===== src/rtl/i2c_slave_regfile.sv =====
// I2C slave (7-bit address) fronting an 8-bit register file with auto-incrementing pointer.
// Latency: bus inputs seen SYNC_STAGES+FILT_LEN clks after the pad; host_rdata 1 clk after host_addr.
// No backpressure: never stretches SCL; the host port accepts every cycle, bus writes win index collisions.
module i2c_slave_regfile #(
    parameter logic [6:0] SLAVE_ADDR  = 7'h42,
    parameter int         NUM_REGS    = 16,
    parameter int         PTR_W       = 4,
    parameter int         SYNC_STAGES = 2,
    parameter int         FILT_LEN    = 3
) (
    input  logic             clk,
    input  logic             reset,
    input  logic             scl_in,
    input  logic             sda_in,
    output logic             sda_oe,
    input  logic             host_we,
    input  logic [PTR_W-1:0] host_addr,
    input  logic [7:0]       host_wdata,
    output logic [7:0]       host_rdata,
    output logic             wr_strobe,
    output logic [PTR_W-1:0] wr_addr,
    output logic [7:0]       wr_data,
    output logic             busy
);

    localparam int FCW = $clog2(FILT_LEN) + 1;

    typedef enum logic [3:0] {
        IDLE, ADDR, ADDR_ACK, PTR, PTR_ACK, WRITE, WRITE_ACK, READ, READ_ACK, WAIT_STOP
    } state_t;

    logic [SYNC_STAGES-1:0] scl_sync, sda_sync;
    logic [FCW-1:0]         scl_cnt, sda_cnt;
    logic                   scl_f, sda_f, scl_d, sda_d;
    logic                   scl_s, sda_s;
    logic                   scl_rise, scl_fall, start_det, stop_det;

    state_t           state, state_nx;
    logic [3:0]       bit_cnt, bit_cnt_nx;
    logic [7:0]       shreg, shreg_nx;
    logic [PTR_W-1:0] pointer, pointer_nx, ptr_inc;
    logic             rw, rw_nx;
    logic             rd_pend, rd_pend_nx;
    logic             sda_oe_nx, busy_nx, wr_strobe_nx;
    logic [PTR_W-1:0] wr_addr_nx;
    logic [7:0]       wr_data_nx;
    logic [7:0]       byte_in;
    logic             bus_we;

    logic [7:0] regs [NUM_REGS];

    assign scl_s = scl_sync[SYNC_STAGES-1];
    assign sda_s = sda_sync[SYNC_STAGES-1];

    // Metastability synchronisers on the raw pad inputs; idle bus is high.
    always_ff @(posedge clk) begin
        if (reset) begin
            scl_sync <= '1;
            sda_sync <= '1;
        end else begin
            scl_sync <= {scl_sync[SYNC_STAGES-2:0], scl_in};
            sda_sync <= {sda_sync[SYNC_STAGES-2:0], sda_in};
        end
    end

    // Glitch filter: a line only changes after FILT_LEN consecutive differing samples.
    always_ff @(posedge clk) begin
        if (reset) begin
            scl_cnt <= '0;
            sda_cnt <= '0;
            scl_f   <= 1'b1;
            sda_f   <= 1'b1;
            scl_d   <= 1'b1;
            sda_d   <= 1'b1;
        end else begin
            scl_d <= scl_f;
            sda_d <= sda_f;
            if (scl_s != scl_f) begin
                if (scl_cnt == FCW'(FILT_LEN - 1)) begin
                    scl_f   <= scl_s;
                    scl_cnt <= '0;
                end else begin
                    scl_cnt <= scl_cnt + FCW'(1);
                end
            end else begin
                scl_cnt <= '0;
            end
            if (sda_s != sda_f) begin
                if (sda_cnt == FCW'(FILT_LEN - 1)) begin
                    sda_f   <= sda_s;
                    sda_cnt <= '0;
                end else begin
                    sda_cnt <= sda_cnt + FCW'(1);
                end
            end else begin
                sda_cnt <= '0;
            end
        end
    end

    assign scl_rise  = scl_f & ~scl_d;
    assign scl_fall  = ~scl_f & scl_d;
    assign start_det = scl_f & scl_d & sda_d & ~sda_f;
    assign stop_det  = scl_f & scl_d & ~sda_d & sda_f;
    assign byte_in   = {shreg[6:0], sda_f};
    assign ptr_inc   = pointer + PTR_W'(1);

    // Protocol state register and all bus-side datapath registers.
    always_ff @(posedge clk) begin
        if (reset) begin
            state     <= IDLE;
            bit_cnt   <= '0;
            shreg     <= '0;
            pointer   <= '0;
            rw        <= 1'b0;
            rd_pend   <= 1'b0;
            sda_oe    <= 1'b0;
            busy      <= 1'b0;
            wr_strobe <= 1'b0;
            wr_addr   <= '0;
            wr_data   <= '0;
        end else begin
            state     <= state_nx;
            bit_cnt   <= bit_cnt_nx;
            shreg     <= shreg_nx;
            pointer   <= pointer_nx;
            rw        <= rw_nx;
            rd_pend   <= rd_pend_nx;
            sda_oe    <= sda_oe_nx;
            busy      <= busy_nx;
            wr_strobe <= wr_strobe_nx;
            wr_addr   <= wr_addr_nx;
            wr_data   <= wr_data_nx;
        end
    end

    // Next-state logic. In the ACK states bit_cnt flags whether the ACK slot has begun.
    // sda_oe is only ever updated on scl_fall so it never moves while SCL is high.
    always_comb begin
        state_nx     = state;
        bit_cnt_nx   = bit_cnt;
        shreg_nx     = shreg;
        pointer_nx   = pointer;
        rw_nx        = rw;
        rd_pend_nx   = rd_pend;
        sda_oe_nx    = sda_oe;
        busy_nx      = busy;
        wr_strobe_nx = 1'b0;
        wr_addr_nx   = wr_addr;
        wr_data_nx   = wr_data;
        bus_we       = 1'b0;

        case (state)
            IDLE: ;
            ADDR: begin
                if (scl_rise) begin
                    shreg_nx   = byte_in;
                    bit_cnt_nx = bit_cnt + 4'd1;
                    if (bit_cnt == 4'd7) begin
                        bit_cnt_nx = '0;
                        // address 0 (general call) never matches
                        if (byte_in[7:1] == SLAVE_ADDR && byte_in[7:1] != 7'd0) begin
                            state_nx = ADDR_ACK;
                            busy_nx  = 1'b1;
                            rw_nx    = byte_in[0];
                        end else begin
                            state_nx = WAIT_STOP;
                            busy_nx  = 1'b0;
                        end
                    end
                end
            end
            ADDR_ACK: begin
                if (scl_fall) begin
                    if (bit_cnt == 4'd0) begin
                        sda_oe_nx  = 1'b1;
                        bit_cnt_nx = 4'd1;
                    end else begin
                        bit_cnt_nx = '0;
                        rd_pend_nx = 1'b0;
                        if (rw) begin
                            state_nx  = READ;
                            shreg_nx  = regs[pointer];
                            sda_oe_nx = ~regs[pointer][7];
                        end else begin
                            state_nx  = PTR;
                            sda_oe_nx = 1'b0;
                        end
                    end
                end
            end
            PTR: begin
                if (scl_rise) begin
                    shreg_nx   = byte_in;
                    bit_cnt_nx = bit_cnt + 4'd1;
                    if (bit_cnt == 4'd7) begin
                        bit_cnt_nx = '0;
                        if ({1'b0, byte_in} < 9'(NUM_REGS)) begin
                            pointer_nx = byte_in[PTR_W-1:0];
                            state_nx   = PTR_ACK;
                        end else begin
                            state_nx = WAIT_STOP;
                        end
                    end
                end
            end
            PTR_ACK: begin
                if (scl_fall) begin
                    if (bit_cnt == 4'd0) begin
                        sda_oe_nx  = 1'b1;
                        bit_cnt_nx = 4'd1;
                    end else begin
                        sda_oe_nx  = 1'b0;
                        bit_cnt_nx = '0;
                        state_nx   = WRITE;
                    end
                end
            end
            WRITE: begin
                if (scl_rise) begin
                    shreg_nx   = byte_in;
                    bit_cnt_nx = bit_cnt + 4'd1;
                    if (bit_cnt == 4'd7) begin
                        bit_cnt_nx = '0;
                        state_nx   = WRITE_ACK;
                    end
                end
            end
            WRITE_ACK: begin
                if (scl_fall) begin
                    if (bit_cnt == 4'd0) begin
                        bus_we       = 1'b1;
                        wr_strobe_nx = 1'b1;
                        wr_addr_nx   = pointer;
                        wr_data_nx   = shreg;
                        pointer_nx   = ptr_inc;
                        sda_oe_nx    = 1'b1;
                        bit_cnt_nx   = 4'd1;
                    end else begin
                        sda_oe_nx  = 1'b0;
                        bit_cnt_nx = '0;
                        state_nx   = WRITE;
                    end
                end
            end
            READ: begin
                if (scl_fall) begin
                    if (rd_pend) begin
                        // next byte was loaded at the master ACK; present its MSB now
                        sda_oe_nx  = ~shreg[7];
                        rd_pend_nx = 1'b0;
                    end else if (bit_cnt == 4'd8) begin
                        state_nx   = READ_ACK;
                        sda_oe_nx  = 1'b0;
                        bit_cnt_nx = '0;
                    end else begin
                        shreg_nx  = {shreg[6:0], 1'b0};
                        sda_oe_nx = ~shreg[6];
                    end
                end else if (scl_rise) begin
                    bit_cnt_nx = bit_cnt + 4'd1;
                end
            end
            READ_ACK: begin
                if (scl_rise) begin
                    if (!sda_f) begin
                        pointer_nx = ptr_inc;
                        shreg_nx   = regs[ptr_inc];
                        state_nx   = READ;
                        bit_cnt_nx = '0;
                        rd_pend_nx = 1'b1;
                    end else begin
                        state_nx = WAIT_STOP;
                    end
                end
            end
            WAIT_STOP: sda_oe_nx = 1'b0;
            default:   state_nx  = IDLE;
        endcase

        // START/STOP override whatever transfer is in flight; the pointer survives.
        if (start_det) begin
            state_nx   = ADDR;
            bit_cnt_nx = '0;
            sda_oe_nx  = 1'b0;
            rd_pend_nx = 1'b0;
        end else if (stop_det) begin
            state_nx   = IDLE;
            bit_cnt_nx = '0;
            sda_oe_nx  = 1'b0;
            busy_nx    = 1'b0;
            rd_pend_nx = 1'b0;
        end
    end

    // Register file: bus commits take priority over a host write to the same index.
    always_ff @(posedge clk) begin
        if (reset) begin
            for (int i = 0; i < NUM_REGS; i++) regs[i] <= '0;
            host_rdata <= '0;
        end else begin
            if (host_we && !(bus_we && host_addr == pointer))
                regs[host_addr] <= host_wdata;
            if (bus_we)
                regs[pointer] <= shreg;
            host_rdata <= regs[host_addr];
        end
    end

endmodule

===== config.mk =====
export PLATFORM = sky130hd
export DESIGN_NAME = i2c_slave_regfile
export DESIGN_NICKNAME = d
export VERILOG_FILES = /design/src/rtl/i2c_slave_regfile.sv
export SDC_FILE = /design/constraint.sdc
export NUM_CORES = 1
export LEC_CHECK = 0
export CORE_AREA = 2 2 169 171
export DETAILED_ROUTE_END_ITERATION = 12
export DIE_AREA = 0 0 171 173
export SKIP_CTS_REPAIR_TIMING = 1
export SYNTH_ARGS = -nofsm -noshare
export SYNTH_HDL_FRONTEND = slang
export SYNTH_SLANG_ARGS = --single-unit

===== constraint.sdc =====
create_clock -name clk -period 5.25 [get_ports clk]
set_clock_uncertainty 0.15 [all_clocks]
set_input_delay 1.05 -clock clk [delete_from_list [all_inputs] [get_ports clk]]
set_output_delay 1.05 -clock clk [all_outputs]
set_load 0.01 [all_outputs]

# Word-level counts from Yosys, hierarchy flattened
# Memory sizes are Yosys's and may differ from the RTL's. A register that Yosys moved wholly into a read port is not among the register bits.
# Index checks and enable logic that the tools add are counted.
[totals]
reg_bits = 51
wordCells = 221
inputBits = 17
ram_bits = 128
mem_count = 1
output_inout_bits = 23
[memory_table]
columns = ["name", "words", "width", "rd", "rd_ports_with_merged_regs", "write_ports", "line", "source"]
rows = [
  ["regs", 16, 8, 3, 2, 16, "50", "logic [7:0] regs [NUM_REGS];"],
]
[op_classes]
muxes = 89
reduce_logical = 32
n_addsub = 4
bitwise_logic = 17
order_cmp = 1
eq_ne = 57
[op_table]
columns = ["operator", "n"]
rows = [
  ["$mux 4", 37],
  ["$mux 8", 11],
  ["$ne 4x4->1 const B", 13],
  ["$ne 2x2->1 const B", 19],
  ["$mux 1", 34],
  ["$pmux 4 s8", 1],
  ["$pmux 8 s4", 1],
  ["$reduce_and 15->1", 2],
  ["$eq 4x3->1 const B", 5],
  ["$pmux 4 s4", 1],
  ["$reduce_and 8->1", 2],
  ["$reduce_or 8->1", 2],
  ["$reduce_or 3->1", 5],
  ["$eq 4x4->1 const B", 3],
  ["$pmux 4 s3", 1],
  ["$reduce_bool 4->1", 3],
  ["$not 1->1", 10],
  ["$reduce_and 10->1", 1],
  ["$ne 3x3->1 const B", 3],
  ["$add 4x1->4 const B", 2],
  ["$eq 4x2->1 const B", 2],
  ["$logic_not 4->1", 2],
  ["$lt 8x5->1 const B", 1],
  ["$reduce_and 4->1", 2],
  ["21 further kinds", 37],
]

# Depth between registers and ports, before layout
# Gate-level depths: netlist of run 1.
[logic_depth]
depth_word = 12
ltp_mapped = 11
mapped_depth_nobuf = 8

# Least setup slack after synthesis of run 1
# No wires, ideal clock.
[synth_timing]
kind = "register to register"
from = "register pointer[0]"
to = "register shreg[1]"
slack_ns = 1.753
path_stages_with_launch = 12
arrival_ns = 3.209
n_path_buf = 4
required_ns = 4.962
setup_time_ns = 0.138
synth_period_minus_slack_ns = 3.497
cell_sequence = "dfxtp_1 -> buf_2 -> buf_1 -> inv_1 -> ha_1 -> buf_2 -> buf_1 -> mux4_2 -> mux2i_1 -> o22ai_1 -> a2111oi_0 -> a211oi_1"
[synth_via]
elab_chain_cells = 5
[synth_rtl]
columns = ["item", "line", "source"]
rows = [
  ["start, declared", "41", "logic [PTR_W-1:0] pointer, pointer_nx, ptr_inc;"],
  ["start signal, assigned", "126", "pointer <= pointer_nx;"],
  ["$add 4x1->4", "106", "assign ptr_inc = pointer + PTR_W'(1);"],
  ["$mem_v2 16x8", "n/a", ""],
  ["$mux 8", "266", "if (!sda_f) begin"],
  ["$mux 8", "265", "if (scl_rise) begin"],
  ["$pmux 8 s4", "153", "case (state)"],
  ["end signal, assigned", "125", "shreg <= shreg_nx;"],
  ["end, declared", "40", "logic [7:0] shreg, shreg_nx;"],
]
# No other way between the ends. The select of a mux whose other input is x is not followed.
# A chain may end at the register's enable or synchronous reset.

==> results.toml, run 1 <==
[floorplanning]
core_um2 = 27600
die_h_um = 173
die_area_um2 = 29600
rows = 61
die_w_um = 171
initial_utilization_pct = 44.6
ios = 40

[sta]
worstMarginPinSlew_ns = 1.15
fin_ws_ns = 1.26
fmax_ghz = 0.251
tns_ns = 0
period_needed_ns = 3.99
fin_crit_sh_pct = 76.0
slew_violations = 0
rsz0062_at_grt = "false"
setup_viol = 0
finalHoldViolCount = 0
maxSlewHeadroom_pct = 22.2

[setup_path]
worstRegToRegCells = 5
critical_path.top_delay_family = "simple AND/OR/NAND/NOR gates"
path_class = "reg -> reg"
cp.required_ns = 5.22
crit_path_top_delay_cell = "or4_4"
crit_end = "regs[3][5]$_DFFE_PP_"
worstPathBufferInverterCount = 0
crit_start = "state[2]$_SDFFE_PP0P_"
cp.depth = 5
worstPathCellList = "nand2_1 > or4_4 > or3_1 > nor2_2 > a211o_1"
r2r_end = "regs[3][5]$_DFFE_PP_"
end_kind = "flip-flop"
cp_max_fo = 29
cpPeakStageDelay_ns = 0.81
r2r-start = "state[2]$_SDFFE_PP0P_"
rrSetupSlack_ns = 1.26
crit_arrival_ns = 3.96
cp-start-kind = "flip-flop"

[power_and_ir_drop]
powerDensity_nw_per_um2 = 248
sw_frac_of_total_pct = 27.3
p_sw_uw = 914
leakagePower_uw = 0.00437
pwr-share-seq_pct = 51.9
combPwrFrac_pct = 8.5
power.share.clock_pct = 39.6
p_int_uw = 2430
vdd_ir_drop_max_mv = 0.193
finalPower_uw = 3350

[finish]
layout_commonest_cell = "nand2_1"
drive_gt1_share_pct = 19.2
diodes = 0
final_cell_mix = "nand2_1, o31ai_1, edfxtp_1"
fin_cells = 1485
area_growth_pct = 9.87
nets = 1124
num-fill-cells = 2514

[routing]
routedWlPerCell_um = 27.9
wl_um = 41400
vias = 9865
remaining_drc_errors = 0
viasPerCell = 6.64
first_iter_violations = 1352
ant_nets = 0
dr.pass1.iters = 5

[run]
max_cap_violations = 0

[logic_synthesis]
ys_warn_count = 0
ys.flop_type = "edfxtp_1"
syn_nets = 1135
seq_area_frac_synth_pct = 41.5
synth_top_area_share_pct = 31.2
ys_types = 75
synth_area_per_cell_um2 = 11.1
synth_edf_count = 128
ys_async_sr_fraction_pct = 0
synthCells = 1105
ys_seq_elements = 191
yosys.area.top_type = "edfxtp_1"
ys_top_cells_by_area = "edfxtp_1, mux4_2, dfxtp_1, o31ai_1, nand2_1"
mappedNetlistArea_um2 = 12300

[global_routing]
track_usage_pct = 28.6
grt_max_degree = 39
antenna_found_initial = 1
grt_pass1_wl_um = 61700
gr-total-overflow = 0
grt_pass1_vias = 9347

[clock_tree]
clkSinkCount = 191
cts_tree = "yes"
clkLatencyLatePin_ns = 0.46
cts_root_buf = "clkbuf_16"
cts_buffer_depth = 2
h-tree-depth = 4
clk_pin_slew_ns = 0.09
cts_inserted_buffers = 17

[placed_design]
dpl_worst_slack_ns = 1.14
gp_congestion = 0.984
dp_cells = 1453
portBuffers = 39
hpwlAfterDp_um = 29800

[outcome]
outcome = "finished clean"

[min_path]
min_path_cells = 1
holdCritPathClass = "reg -> reg"
==> worst min path at each step <==
stage / from / end / slack, ns
final: scl_sync[0]$_SDFF_PP1_ / scl_sync[1]$_SDFF_PP1_ / 0.26
after global routing: scl_sync[0]$_SDFF_PP1_ / scl_sync[1]$_SDFF_PP1_ / 0.28
after CTS: scl_sync[0]$_SDFF_PP1_ / scl_sync[1]$_SDFF_PP1_ / 0.26
after detailed placement: scl_sync[0]$_SDFF_PP1_ / scl_sync[1]$_SDFF_PP1_ / 0.24
after global placement: scl_sync[0]$_SDFF_PP1_ / scl_sync[1]$_SDFF_PP1_ / 0.24
after floorplan: scl_sync[0]$_SDFF_PP1_ / scl_sync[1]$_SDFF_PP1_ / 0.24
==> power groups by stage <==
| stage | clock network [uW] | registers, uW | logic [uW] |
|---|---|---|---|
| after floorplan | 0 | 1720 | 181 |
| after global placement | 0 | 1760 | 282 |
| after detailed placement | 0 | 1760 | 282 |
| after CTS | 1340 | 1730 | 283 |
| after global routing | 1390 | 1740 | 299 |
| final | 1320 | 1740 | 285 |
==> layer usage <==
| metal | vias to the layer above | track usage, % | wire length (um) |
|---|---|---|---|
| met2 | 652 | 42.3 | 18500 |
| met4 | 0 | 13.2 | 1920 |
| met3 | 103 | 6.82 | 4660 |
| li1 | 4283 | - | - |
| met5 | - | 0 | 0 |
| met1 | 4827 | 39.7 | 16300 |
==> area by class of cell <==
cell class,instances,area [um^2],share of cell area [%]
inverter,23,86.3,0.638
clock inverter,14,150,1.11
sequential,191,5110,37.8
clock buffer,18,429,3.17
tap,378,473,3.50
timing repair buffer,75,646,4.77
multi-input combinational,786,6630,49.0
==> kinds of logic after synthesis <==
kind of cell / Yosys count / share of synthesized area, %
and+or+nand+nor: 370 / 14.7
AOI/OAI and AO/OA: 254 / 15.3
DFF: 191 / 41.5
muxes: 139 / 21.8
buffers and inverters: 128 / 4.73
adders and majority gates: 13 / 1.32
xor gates and xnor gates: 10 / 0.712
==> through the flow <==
stage / instance area (um^2) / utilization (%) / hold WS (ns)
global placement: 12900 / 46.9 / 0.245
finish: 13500 / 48.9 / 0.263
floorplan: 12300 / - / 0.239
global route: 13500 / 48.9 / 0.281
CTS: 13500 / 48.9 / 0.265
detailed placement: 12900 / 46.9 / 0.244
==> Yosys cell counts, types with 22 or more instances <==
cell and number:
dfxtp_1 63, inv_1 23, nor2_1 63, edfxtp_1 128
mux4_2 103, buf_2 42, nand2_1 188, a21oi_1 22
clkbuf_1 40, o31ai_1 132, mux2i_1 34
==> registers in the layout (all words and copies together) (netlist names), 2 cells and up, named ones only <==
register,count
bit_cnt,4
host_rdata,8
pointer,4
regs,128
scl_cnt,3
scl_sync,2
sda_cnt,3
sda_sync,2
shreg,8
state,4
wr_addr,4
wr_data,8
==> worst register-to-register path: cells and delay by family (launching register included) <==
kind	cells	cell delay [ns]
and+or+nand+nor	4	2.33
DFF	1	0.76
AOI/OAI and AO/OA	1	0.42
(Power assumes the default switching activity.)
==> inputs of run 2 (changes only) <==
- clock period: 5.25 -> 3.3 ns (I/O delays scaled with it)
==> run 2 against run 1 <==
Against the previous run:
- global-route usage is 0.54 points higher
- sequential share of layout area is 1.0 points lower
- register-to-register slack worse by 1.2 ns
- cell count is 3.0% higher
- wire length is 1.4% higher
- non-clock buffer count is 44 higher
- highest routed layer unchanged
==> results.toml, run 2 (synthesis results as in run 1) <==
[outcome]
outcome = "finished clean"

[finish]
layout_commonest_cell = "nand2_1"
area_growth_pct = 13.0
largest-register = "regs"
final_core_util_pct = 50.3
drive_gt1_share_pct = 22.5
final_cell_mix = "nand2_1, o31ai_1, edfxtp_1"
largest_reg_flops = 128
diodes = 0
nets = 1168

[power_and_ir_drop]
pwr-share-seq_pct = 51.6
p_int_uw = 3950
powerDensity_nw_per_um2 = 385
p_sw_uw = 1410
leakagePower_uw = 0.00461
sw_frac_of_total_pct = 26.3
vdd_ir_drop_max_mv = 0.374
finalPower_uw = 5360
combPwrFrac_pct = 8.7
power.share.clock_pct = 39.6

[global_routing]
track_usage_pct = 29.1
grt_pass1_vias = 9700
gr-total-overflow = 0
grt_pass1_wl_um = 62800
antenna_found_initial = 0
grt_max_degree = 55

[floorplanning]
die_area_um2 = 29600
ios = 40
die_w_um = 171
initial_utilization_pct = 44.6
rows = 61
core_um2 = 27600
die_h_um = 173

[setup_path]
rrSetupSlack_ns = 0.05
crit_arrival_ns = 3.39
end_kind = "flip-flop"
cp-start-kind = "flip-flop"
cp.required_ns = 3.45
cp_max_fo = 26
path_class = "reg -> reg"

[routing]
wl_um = 42000
first_iter_violations = 1393
dr.pass1.iters = 6
remaining_drc_errors = 0
viasPerCell = 6.61
routedWlPerCell_um = 27.5
ant_nets = 0
vias = 10100

[clock_tree]
cts_buffer_depth = 2
cts_inserted_buffers = 17
clkSinkCount = 191
cts_tree = "yes"
cts_root_buf = "clkbuf_16"
clkLatencyLatePin_ns = 0.46
clk_pin_slew_ns = 0.08
h-tree-depth = 4

[run]
max_cap_violations = 0

[sta]
fin_crit_sh_pct = 98.4
rsz0062_at_grt = "false"
worstMarginPinSlew_ns = 0.887
fmax_ghz = 0.308
finalHoldViolCount = 0
maxSlewHeadroom_pct = 39.3
tns_ns = 0
period_needed_ns = 3.25
setup_viol = 0
slew_violations = 0

[placed_design]
hpwlAfterDp_um = 30900
gp_congestion = 0.971
portBuffers = 39

[min_path]
holdCritPathClass = "reg -> reg"
## run 2: cell count changes in the layout (fill, tap and decap cells not counted), moves of 2 or more
cell | before | now
buf_12 | 0 | 3
buf_4 | 36 | 77
clkinv_2 | 0 | 2
clkinv_4 | 3 | 0
inv_6 | 3 | 6
## run 2: layout make-up
| cell class | count | area, um^2 |
|---|---|---|
| multi-input combinational | 786 | 6630 |
| fill | 2512 | 13700 |
| clock buffer | 17 | 425 |
| inverter | 23 | 86.3 |
| sequential | 191 | 5110 |
| timing repair buffer | 119 | 1010 |
| clock inverter | 15 | 166 |
| tap | 378 | 473 |
## run 2: through the flow
stage	hold WS [ns]	worst slack [ns]	area (um^2)	std cells
after floorplan	0.239	0.0851	12300	1105
after global placement	0.241	0.162	13300	1497
after detailed placement	0.243	0.158	13300	1497
after CTS	0.262	0.140	13900	1529
after global routing	0.285	0.00914	13900	1529
final	0.262	0.0531	13900	1529
## run 2: power by group through the flow
stage,Sequential (uW),Combinational [uW],Clock [uW]
CTS,2750,460,2130
global route,2770,489,2220
global placement,2810,457,0
detailed placement,2810,458,0
floorplan,2740,288,0
finish,2770,468,2120
## run 2: critical path, stage by stage, from the launching register on
cell	delay, ns
dfxtp_1	0.34
inv_1	0.09
ha_2	0.35
buf_12	0.23
mux4_2	0.56
mux2i_1	0.16
o22ai_1	0.10
a2111oi_0	0.81
buf_4	0.23
a211oi_1	0.06
## run 2: per-layer routing
metal,vias up,share of wire [%],global-route usage (%)
li1,4364,-,-
met1,4898,38,39.5
met2,715,45,43.4
met3,135,12,7.05
met4,0,5.3,15.0
met5,-,0,0
## run 2: worst paths after layout
kind / from / endpoint / depth (start not counted)
worst max-delay path: pointer[1]$_SDFFE_PP0P_ / shreg[3]$_SDFFE_PP0P_ / 9
worst min-delay path: scl_sync[0]$_SDFF_PP1_ / scl_sync[1]$_SDFF_PP1_ / 1
worst min register to register: scl_sync[0]$_SDFF_PP1_ / scl_sync[1]$_SDFF_PP1_ / 1
worst max register to register: pointer[1]$_SDFFE_PP0P_ / shreg[3]$_SDFFE_PP0P_ / 9
